<file path="src/rtl/ring_freq_meter.sv">
// ring_freq_meter: counts rising edges of an asynchronous ring oscillator
// output over a fixed gate window and reports one count per tap.
// Optional feature macro: RING_METER_SWEEP_EN enables the 16-tap sweep mode.
// When it is undefined, the sweep input is ignored and only single-tap
// measurement is built; the port list is the same either way.
module ring_freq_meter #(
  parameter int unsigned GATE_CYCLES   = 1000,
  parameter int unsigned SETTLE_CYCLES = 16,
  parameter int unsigned COUNT_W       = 16
) (
  input  logic               clk,
  input  logic               reset,
  input  logic               start,
  input  logic               abort,
  input  logic               sweep,
  input  logic [3:0]         tap_sel,
  input  logic               ring_in,
  output logic               ring_ena,
  output logic [3:0]         ring_tap,
  output logic               busy,
  output logic               result_valid,
  output logic [3:0]         result_tap,
  output logic [COUNT_W-1:0] result_count,
  output logic               result_ovf
);

  localparam int unsigned PH_MAX = (GATE_CYCLES > SETTLE_CYCLES) ? GATE_CYCLES : SETTLE_CYCLES;
  localparam int unsigned PH_W   = (PH_MAX > 1) ? $clog2(PH_MAX) : 1;
  localparam logic [PH_W-1:0] SETTLE_LAST = PH_W'(SETTLE_CYCLES - 1);
  localparam logic [PH_W-1:0] GATE_LAST   = PH_W'(GATE_CYCLES - 1);

  typedef enum logic [1:0] {
    IDLE,
    SETTLE,
    GATE,
    REPORT
  } state_t;

  state_t               state_q, state_d;
  logic [PH_W-1:0]      phase_q, phase_d;
  logic [COUNT_W-1:0]   cnt_q, cnt_d;
  logic                 ovf_q, ovf_d;
  logic [3:0]           tap_q, tap_d;
  logic                 ena_q, ena_d;
  logic                 busy_q, busy_d;
  logic                 rvalid_q, rvalid_d;
  logic [3:0]           rtap_q, rtap_d;
  logic [COUNT_W-1:0]   rcount_q, rcount_d;
  logic                 rovf_q, rovf_d;
  logic                 s1_q, s2_q, s3_q;
  logic                 edge_det;
  logic [COUNT_W-1:0]   cnt_next;
  logic                 ovf_next;

`ifdef RING_METER_SWEEP_EN
  logic                 sweep_q, sweep_d;
`else
  logic                 unused_sweep;
  assign unused_sweep = sweep;
`endif

  assign edge_det = s2_q & ~s3_q;

  // Saturating edge counter value for the current cycle
  always_comb begin
    cnt_next = cnt_q;
    ovf_next = ovf_q;
    if (edge_det) begin
      if (cnt_q == '1) begin
        ovf_next = 1'b1;
      end else begin
        cnt_next = cnt_q + COUNT_W'(1);
      end
    end
  end

  // Next-state and registered-output logic; abort overrides every transition
  always_comb begin
    state_d  = state_q;
    phase_d  = phase_q;
    cnt_d    = cnt_q;
    ovf_d    = ovf_q;
    tap_d    = tap_q;
    ena_d    = ena_q;
    busy_d   = busy_q;
    rvalid_d = 1'b0;
    rtap_d   = rtap_q;
    rcount_d = rcount_q;
    rovf_d   = rovf_q;
`ifdef RING_METER_SWEEP_EN
    sweep_d  = sweep_q;
`endif
    case (state_q)
      IDLE: begin
        if (start) begin
          state_d = SETTLE;
          phase_d = '0;
          ena_d   = 1'b1;
          busy_d  = 1'b1;
`ifdef RING_METER_SWEEP_EN
          sweep_d = sweep;
          tap_d   = sweep ? 4'd0 : tap_sel;
`else
          tap_d   = tap_sel;
`endif
        end
      end
      SETTLE: begin
        if (phase_q == SETTLE_LAST) begin
          state_d = GATE;
          phase_d = '0;
          cnt_d   = '0;
          ovf_d   = 1'b0;
        end else begin
          phase_d = phase_q + PH_W'(1);
        end
      end
      GATE: begin
        cnt_d = cnt_next;
        ovf_d = ovf_next;
        if (phase_q == GATE_LAST) begin
          state_d  = REPORT;
          rvalid_d = 1'b1;
          rtap_d   = tap_q;
          rcount_d = cnt_next;
          rovf_d   = ovf_next;
        end else begin
          phase_d = phase_q + PH_W'(1);
        end
      end
      REPORT: begin
`ifdef RING_METER_SWEEP_EN
        if (sweep_q && (tap_q != 4'd15)) begin
          state_d = SETTLE;
          phase_d = '0;
          tap_d   = tap_q + 4'd1;
        end else begin
          state_d = IDLE;
          ena_d   = 1'b0;
          busy_d  = 1'b0;
        end
`else
        state_d = IDLE;
        ena_d   = 1'b0;
        busy_d  = 1'b0;
`endif
      end
      default: begin
        state_d = IDLE;
      end
    endcase
    if (abort && (state_q != IDLE)) begin
      state_d  = IDLE;
      tap_d    = tap_q;
      ena_d    = 1'b0;
      busy_d   = 1'b0;
      rvalid_d = 1'b0;
      rtap_d   = rtap_q;
      rcount_d = rcount_q;
      rovf_d   = rovf_q;
    end
  end

  // State, synchroniser and output registers
  always_ff @(posedge clk or posedge reset) begin
    if (reset) begin
      state_q  <= IDLE;
      phase_q  <= '0;
      cnt_q    <= '0;
      ovf_q    <= 1'b0;
      tap_q    <= '0;
      ena_q    <= 1'b0;
      busy_q   <= 1'b0;
      rvalid_q <= 1'b0;
      rtap_q   <= '0;
      rcount_q <= '0;
      rovf_q   <= 1'b0;
      s1_q     <= 1'b0;
      s2_q     <= 1'b0;
      s3_q     <= 1'b0;
`ifdef RING_METER_SWEEP_EN
      sweep_q  <= 1'b0;
`endif
    end else begin
      state_q  <= state_d;
      phase_q  <= phase_d;
      cnt_q    <= cnt_d;
      ovf_q    <= ovf_d;
      tap_q    <= tap_d;
      ena_q    <= ena_d;
      busy_q   <= busy_d;
      rvalid_q <= rvalid_d;
      rtap_q   <= rtap_d;
      rcount_q <= rcount_d;
      rovf_q   <= rovf_d;
      s1_q     <= ring_in;
      s2_q     <= s1_q;
      s3_q     <= s2_q;
`ifdef RING_METER_SWEEP_EN
      sweep_q  <= sweep_d;
`endif
    end
  end

  assign ring_ena     = ena_q;
  assign ring_tap     = tap_q;
  assign busy         = busy_q;
  assign result_valid = rvalid_q;
  assign result_tap   = rtap_q;
  assign result_count = rcount_q;
  assign result_ovf   = rovf_q;

endmodule
</file>
<file path="config.mk">
export PLATFORM = sky130hd
export DESIGN_NAME = ring_freq_meter
export DESIGN_NICKNAME = d
export VERILOG_FILES = /design/src/rtl/ring_freq_meter.sv
export SDC_FILE = /design/constraint.sdc
export NUM_CORES = 1
export LEC_CHECK = 0
export CORE_MARGIN = 2
export CORE_UTILIZATION = 30
export CTS_CLUSTER_SIZE = 25
export DETAILED_ROUTE_END_ITERATION = 8
export MAX_ROUTING_LAYER = met4
export PLACE_DENSITY = 0.44
export SLEW_MARGIN = 20
export SYNTH_ARGS = -nofsm -noshare
export SYNTH_HDL_FRONTEND = slang
export SYNTH_SLANG_ARGS = --single-unit
</file>
<file path="constraint.sdc">
create_clock -name clk -period 5.85 [get_ports clk]
set_input_delay 0.8775 -clock clk [delete_from_list [all_inputs] [get_ports clk]]
set_output_delay 0.8775 -clock clk [all_outputs]
set_load 0.01 [all_outputs]
</file>
# Word-level counts from Yosys, hierarchy flattened
# Cells that the tools add are included.
[word_totals]
output_inout_bits = 28
wordCells = 65
input_bits = 10
register_bits = 59
[classes]
eq_ne = 12
n_mux = 23
bitwise = 3
n_addsub = 2
n_reduce_logical = 12
[ops]
columns = ["cell", "count"]
rows = [
  ["two-way mux 16 bit", 3],
  ["one-hot mux 16 bit (2 select lines)", 1],
  ["two-way mux 10 bit", 3],
  ["one-hot mux 10 bit (3 select lines)", 1],
  ["adder 16 x 1 -> 16 bit, second input constant", 1],
  ["== test 16 bit, second input constant", 1],
  ["AND reduction 3 bit", 4],
  ["adder 10 x 1 -> 10 bit, second input constant", 1],
  ["== test 10 bit, second input constant", 1],
  ["== test 10 x 4 -> 1 bit, second input constant", 1],
  ["inequality test 3 bit, second input constant", 3],
  ["two-way mux 1 bit", 8],
  ["two-way mux 2 bit", 4],
  ["one-hot mux 2 bit (4 select lines)", 1],
  ["inequality test 2 bit, second input constant", 3],
  ["nonzero test 3 bit", 2],
  ["== test 2 bit, second input constant", 2],
  ["one-hot mux 1 bit (2 select lines)", 2],
  ["AND reduction 2 bit", 2],
  ["nonzero test 2 bit", 2],
  ["== test 2 x 1 -> 1 bit, second input constant", 1],
  ["zero test 2 bit", 1],
  ["inverter 1 bit", 2],
  ["AND 1 bit", 1],
  ["logical AND 1 bit", 1],
]

# Depth between registers and ports, before layout
[depth]
depth_word = 4
ltp_mapped = 9
depth_no_buf = 7

# Worst setup path before layout
# No wires, ideal clock.
[synth_path]
kind = "in2reg"
from = "input port start"
to = "register phase_q[3]"
arrival_time_ns = 1.860
required_ns = 5.781
path_stages = 4
setup_slack_ns = 3.921
setup_ns = 0.069
n_path_buf = 0
cell_sequence = "nor2b_1 -> a211o_4 -> or4_1 -> nand3_1"
[synth_between]
elab_chain_cells = 2
[synth_lines]
columns = ["item", "line_no", "text"]
rows = [
  ["start, declared", "13", "input logic start,"],
  ["inequality test 2 bit (no line)", "-", ""],
  ["AND reduction 3 bit (no line)", "-", ""],
  ["end signal, assigned", "186", "phase_q <= phase_d;"],
  ["end, declared", "40", "logic [PH_W-1:0] phase_q, phase_d;"],
]
# No other way between the ends.
# A chain may end at the register's enable or synchronous reset.

# Worst setup path after layout
[layout_path]
from = "register phase_q[0]"
to = "register rcount_q[15] (netlist: result_count[15])"
[layout_between]
elab_chain_cells = 2
[layout_lines]
columns = ["item", "line_no", "text"]
rows = [
  ["== test 10 bit", "121", "if (phase_q == GATE_LAST) begin"],
  ["AND reduction 3 bit (no line)", "-", ""],
  ["end signal, assigned", "194", "rcount_q <= rcount_d;"],
  ["end, declared", "48", "logic [COUNT_W-1:0] rcount_q, rcount_d;"],
]
# No other way between the ends.

==> flow_results.xml <==
<?xml version="1.0" encoding="UTF-8"?>
<metrics>
  <group name="yosys">
    <metric name="yosys.cell_types.count" unit="">50</metric>
    <metric name="dominant_combinational_cell_family_by_area_after_synthesis" unit="">simple AND/OR/NAND/NOR gates</metric>
    <metric name="synth_edf_count" unit="">0</metric>
    <metric name="yosys.area_share.simple" unit="">0.2107</metric>
    <metric name="synth_adder_area_share" unit="">0.02421</metric>
    <metric name="synth-warning-count" unit="">0</metric>
    <metric name="synthesis.area_per_instance" unit="um^2">9.311</metric>
    <metric name="post-synth-top-area-fraction" unit="">0.4762</metric>
    <metric name="ys.flop_type" unit="">sky130_fd_sc_hd__dfrtp_1</metric>
    <metric name="yosys_register_bits" unit="">59</metric>
    <metric name="post-synth-top-count-cell" unit="">sky130_fd_sc_hd__dfrtp_1</metric>
    <metric name="async_reset_ff_frac" unit="">1.000</metric>
    <metric name="synthMuxAreaShare" unit="">0.02098</metric>
    <metric name="syn_nets" unit="">349</metric>
    <metric name="syn_area" unit="um^2">3100</metric>
    <metric name="seq_area_frac_synth" unit="">0.4762</metric>
    <metric name="synth_compound_area_frac" unit="">0.1941</metric>
    <metric name="synth_xor_xnor_area_share" unit="">0.03390</metric>
    <metric name="synthCells" unit="">333</metric>
    <metric name="synth_area_leaders" unit="">sky130_fd_sc_hd__dfrtp_1, sky130_fd_sc_hd__nand2_1, sky130_fd_sc_hd__o21ai_1</metric>
    <metric name="netlist.top_cell.by_area" unit="">sky130_fd_sc_hd__dfrtp_1</metric>
    <metric name="synthTopCellsByCount" unit="">sky130_fd_sc_hd__dfrtp_1, sky130_fd_sc_hd__nand2_1, sky130_fd_sc_hd__o21ai_1</metric>
  </group>
  <group name="sta">
    <metric name="fin_crit" unit="ps">2532</metric>
    <metric name="final-setup-viol-count" unit="">0</metric>
    <metric name="setup_repair_after_global_routing_missed_its_margin" unit="">no</metric>
    <metric name="relative_slew_slack" unit="">0.3987</metric>
    <metric name="max_clock_freq" unit="MHz">394.9</metric>
    <metric name="finalSetupTns" unit="ps">0</metric>
    <metric name="timing.clock.skew" unit="ps">6.548</metric>
    <metric name="report.final.slew_viol_count" unit="">0</metric>
    <metric name="final.period_utilization" unit="">0.4328</metric>
    <metric name="finalHoldViolCount" unit="">0</metric>
    <metric name="worst_slew_pin_slew" unit="ps">899.5</metric>
  </group>
  <group name="global_routing">
    <metric name="grt_antenna_before_repair" unit="">0</metric>
    <metric name="via_count_of_the_first_global_routing_pass" unit="">2583</metric>
    <metric name="grt_first_pass_wirelength" unit="um">12900</metric>
    <metric name="globalRouteOverflowTotal" unit="">0</metric>
    <metric name="pin_count_of_the_biggest_net_entering_global_routing" unit="">60</metric>
    <metric name="groute.usage.overall" unit="">0.1485</metric>
  </group>
  <group name="clocking">
    <metric name="holdBufCountCts" unit="">0</metric>
    <metric name="clock-root-buffer" unit="">sky130_fd_sc_hd__clkbuf_8</metric>
    <metric name="clk_transition_reported_paths" unit="ps">70</metric>
    <metric name="tritoncts_clock_tree" unit="">yes</metric>
    <metric name="cts.path.max_buffers" unit="">2</metric>
    <metric name="cts-htree-levels" unit="">3</metric>
    <metric name="cts_sinks" unit="">59</metric>
    <metric name="cts_repair_resize_count" unit="">0</metric>
    <metric name="clkLatencyLatePin" unit="ps">340</metric>
    <metric name="cts_buffers" unit="">9</metric>
    <metric name="post-cts-setup-buffers" unit="">0</metric>
  </group>
  <group name="detailed_routing">
    <metric name="antenna_left" unit="">0</metric>
    <metric name="drt_pass1_iterations" unit="">4</metric>
    <metric name="route.detailed.vias_per_inst" unit="">4.941</metric>
    <metric name="post_drt_wl_per_cell" unit="um">14.26</metric>
    <metric name="dr.first_iter.drc_count" unit="">89</metric>
    <metric name="vias" unit="">2505</metric>
    <metric name="remaining_drc_errors" unit="">0</metric>
    <metric name="drt-total-wl" unit="um">7229</metric>
  </group>
  <group name="critical_path">
    <metric name="start_kind" unit="">register</metric>
    <metric name="worstRegToRegCells" unit="">6</metric>
    <metric name="criticalPathCategory" unit="">reg2reg</metric>
    <metric name="reg2reg_from" unit="">phase_q[0]</metric>
    <metric name="critPathCaptureType" unit="">register</metric>
    <metric name="timing.reg2reg.setup_slack" unit="ps">3320</metric>
    <metric name="r2r-end" unit="">result_count[15]</metric>
    <metric name="critPathRequiredTime" unit="ps">6080</metric>
    <metric name="crit_end" unit="">result_count[15]</metric>
    <metric name="worst_ep_arrival_time" unit="ps">2760</metric>
    <metric name="cp_max_fo" unit="">21</metric>
    <metric name="worstSetupStartpoint" unit="">phase_q[0]</metric>
  </group>
  <group name="final_layout">
    <metric name="design.final.nets" unit="">382</metric>
    <metric name="post_layout_nonfiller_instances" unit="">507</metric>
    <metric name="drive_gt1_frac" unit="">0.08625</metric>
    <metric name="n_antenna_cell" unit="">0</metric>
    <metric name="flow.area_growth_from_synthesis" unit="%">21.43</metric>
  </group>
  <group name="place">
    <metric name="place.detailed.instances" unit="">491</metric>
    <metric name="port_buffers" unit="">36</metric>
    <metric name="gp_congestion" unit="">0.7989</metric>
    <metric name="dp_hpwl" unit="um">4885</metric>
  </group>
  <group name="floorplan">
    <metric name="ios" unit="">38</metric>
    <metric name="core-area" unit="um^2">10180</metric>
    <metric name="placementRows" unit="">37</metric>
    <metric name="die_x" unit="um">105.7</metric>
    <metric name="floorplan.initialDensity" unit="">0.3044</metric>
    <metric name="chipHeight" unit="um">105.7</metric>
    <metric name="die_area" unit="um^2">11160</metric>
  </group>
  <group name="run_status">
    <metric name="status" unit="">completed</metric>
  </group>
  <group name="worst_hold_path">
    <metric name="holdCritPathClass" unit="">reg2reg</metric>
  </group>
  <group name="power">
    <metric name="power_per_cell_area" unit="nW/um^2">321.2</metric>
    <metric name="static-leakage-power" unit="nW">1.559</metric>
    <metric name="ir_worst_vdd" unit="mV">0.1184</metric>
  </group>
  <group name="run">
    <metric name="cap_violations" unit="">0</metric>
  </group>
</metrics>
[cells in the final DEF, fill, tap and decap left out, types with 2 or more instances in the layout]
| cell type | Yosys | final |
|---|---|---|
| sky130_fd_sc_hd__o22a_1 | 2 | 2 |
| sky130_fd_sc_hd__xor2_1 | 4 | 4 |
| sky130_fd_sc_hd__nand2_1 | 45 | 45 |
| sky130_fd_sc_hd__nand2b_1 | 9 | 9 |
| sky130_fd_sc_hd__clkbuf_8 | 0 | 10 |
| sky130_fd_sc_hd__o2bb2ai_1 | 3 | 3 |
| sky130_fd_sc_hd__nor2b_1 | 4 | 4 |
| sky130_fd_sc_hd__nor2_1 | 18 | 18 |
| sky130_fd_sc_hd__nor3_1 | 4 | 4 |
| sky130_fd_sc_hd__nand3_1 | 13 | 13 |
| sky130_fd_sc_hd__buf_4 | 3 | 3 |
| sky130_fd_sc_hd__or3_1 | 3 | 3 |
| sky130_fd_sc_hd__o21ai_1 | 31 | 31 |
| sky130_fd_sc_hd__dfrtp_1 | 59 | 59 |
| sky130_fd_sc_hd__mux2_2 | 4 | 4 |
| sky130_fd_sc_hd__inv_1 | 10 | 9 |
| sky130_fd_sc_hd__a21o_1 | 2 | 2 |
| sky130_fd_sc_hd__mux2i_1 | 2 | 2 |
| sky130_fd_sc_hd__o31ai_1 | 4 | 4 |
| sky130_fd_sc_hd__a31oi_1 | 13 | 13 |
| sky130_fd_sc_hd__nand4_1 | 3 | 3 |
| sky130_fd_sc_hd__a21oi_1 | 18 | 18 |
| sky130_fd_sc_hd__ha_1 | 6 | 6 |
| sky130_fd_sc_hd__xnor2_1 | 8 | 8 |
| sky130_fd_sc_hd__and2_1 | 5 | 5 |
| sky130_fd_sc_hd__and3_1 | 7 | 7 |
| sky130_fd_sc_hd__a211oi_2 | 2 | 2 |
| sky130_fd_sc_hd__and4_1 | 5 | 5 |
| sky130_fd_sc_hd__clkdlybuf4s50_1 | 0 | 36 |
| sky130_fd_sc_hd__clkinv_2 | 0 | 3 |
| sky130_fd_sc_hd__o21ai_0 | 11 | 11 |
| sky130_fd_sc_hd__nand3b_1 | 2 | 2 |
| sky130_fd_sc_hd__inv_2 | 1 | 2 |
[cell type report]
type	count	area (um^2)
fill	1060	6420
multi-input combinational	246	1500
sequential	59	1476
timing repair buffer	39	382.9
tap	136	170.2
clock buffer	11	141.4
clock inverter	5	52.55
inverter	11	41.29
[registers in the layout, summed over array words and instances (netlist names)]
| name | cells |
|---|---|
| cnt_q | 16 |
| busy | 1 |
| result_tap | 4 |
| result_ovf | 1 |
| ring_tap | 4 |
| ovf_q | 1 |
| result_count | 16 |
| s2_q | 1 |
| s1_q | 1 |
| phase_q | 10 |
| state_q | 2 |
| result_valid | 1 |
| s3_q | 1 |
[worst min path at each step]
stage | slack (ps) | start | cells past startpoint | to
after CTS | 360 | s1_q | 0 | s2_q
final | 350 | s1_q | 0 | s2_q
after detailed placement | 340 | s1_q | 0 | s2_q
after global placement | 350 | s1_q | 0 | s2_q
after global routing | 370 | s1_q | 0 | s2_q
after floorplan | 330 | s1_q | 0 | s2_q
[cell families (layout without fill, tap and decap cells)]
group,Yosys count,in the layout
flops,59,59
xor+xnor,12,12
fa+ha+maj,6,6
simple gates,125,125
buf+inv,28,66
compound gates,97,97
mux,6,6
[metrics by stage]
step | instance area (um^2) | hold slack [ps] | util | total power [W] | worst slack [ps]
after global placement | 3571 | 345.7 | 0.3506 | 0.0008469 | 3017
after detailed placement | 3571 | 341.0 | 0.3506 | 0.0008469 | 2919
final | 3765 | 353.1 | 0.3697 | 0.001209 | 3318
after global routing | 3765 | 371.8 | 0.3697 | 0.001293 | 3097
after CTS | 3765 | 357.6 | 0.3697 | 0.001229 | 3211
after floorplan | 3100 | 331.2 | - | 0.0007308 | 3516
[per-layer routing]
| layer | global-route usage | wire length, um | vias up | part of all wire |
|---|---|---|---|---|
| li1 | - | - | 1256 | - |
| met5 | - | 0 | - | 0 |
| met4 | 0.05545 | 95 | 0 | 0.013 |
| met1 | 0.1982 | 3621 | 1204 | 0.50 |
| met3 | 0.02845 | 171 | 8 | 0.024 |
| met2 | 0.2244 | 3340 | 37 | 0.46 |
[where the power goes]
group / leakage [nW] / switching, W / internal (W)
Clock: 0.0991 / 0.000170 / 0.000206
Combinational: 0.658 / 0.000207 / 0.000149
Sequential: 0.802 / 0.0000337 / 0.000445
[worst max-delay path: stages, from the launching register on]
cell                       delay, ps
sky130_fd_sc_hd__dfrtp_1         400
sky130_fd_sc_hd__ha_1            220
sky130_fd_sc_hd__nand4b_1        140
sky130_fd_sc_hd__nor3_2          410
sky130_fd_sc_hd__nand3_1         730
sky130_fd_sc_hd__a21o_1          390
sky130_fd_sc_hd__o22a_1          150
No activity file was read; power rests on OpenSTA's default activity.
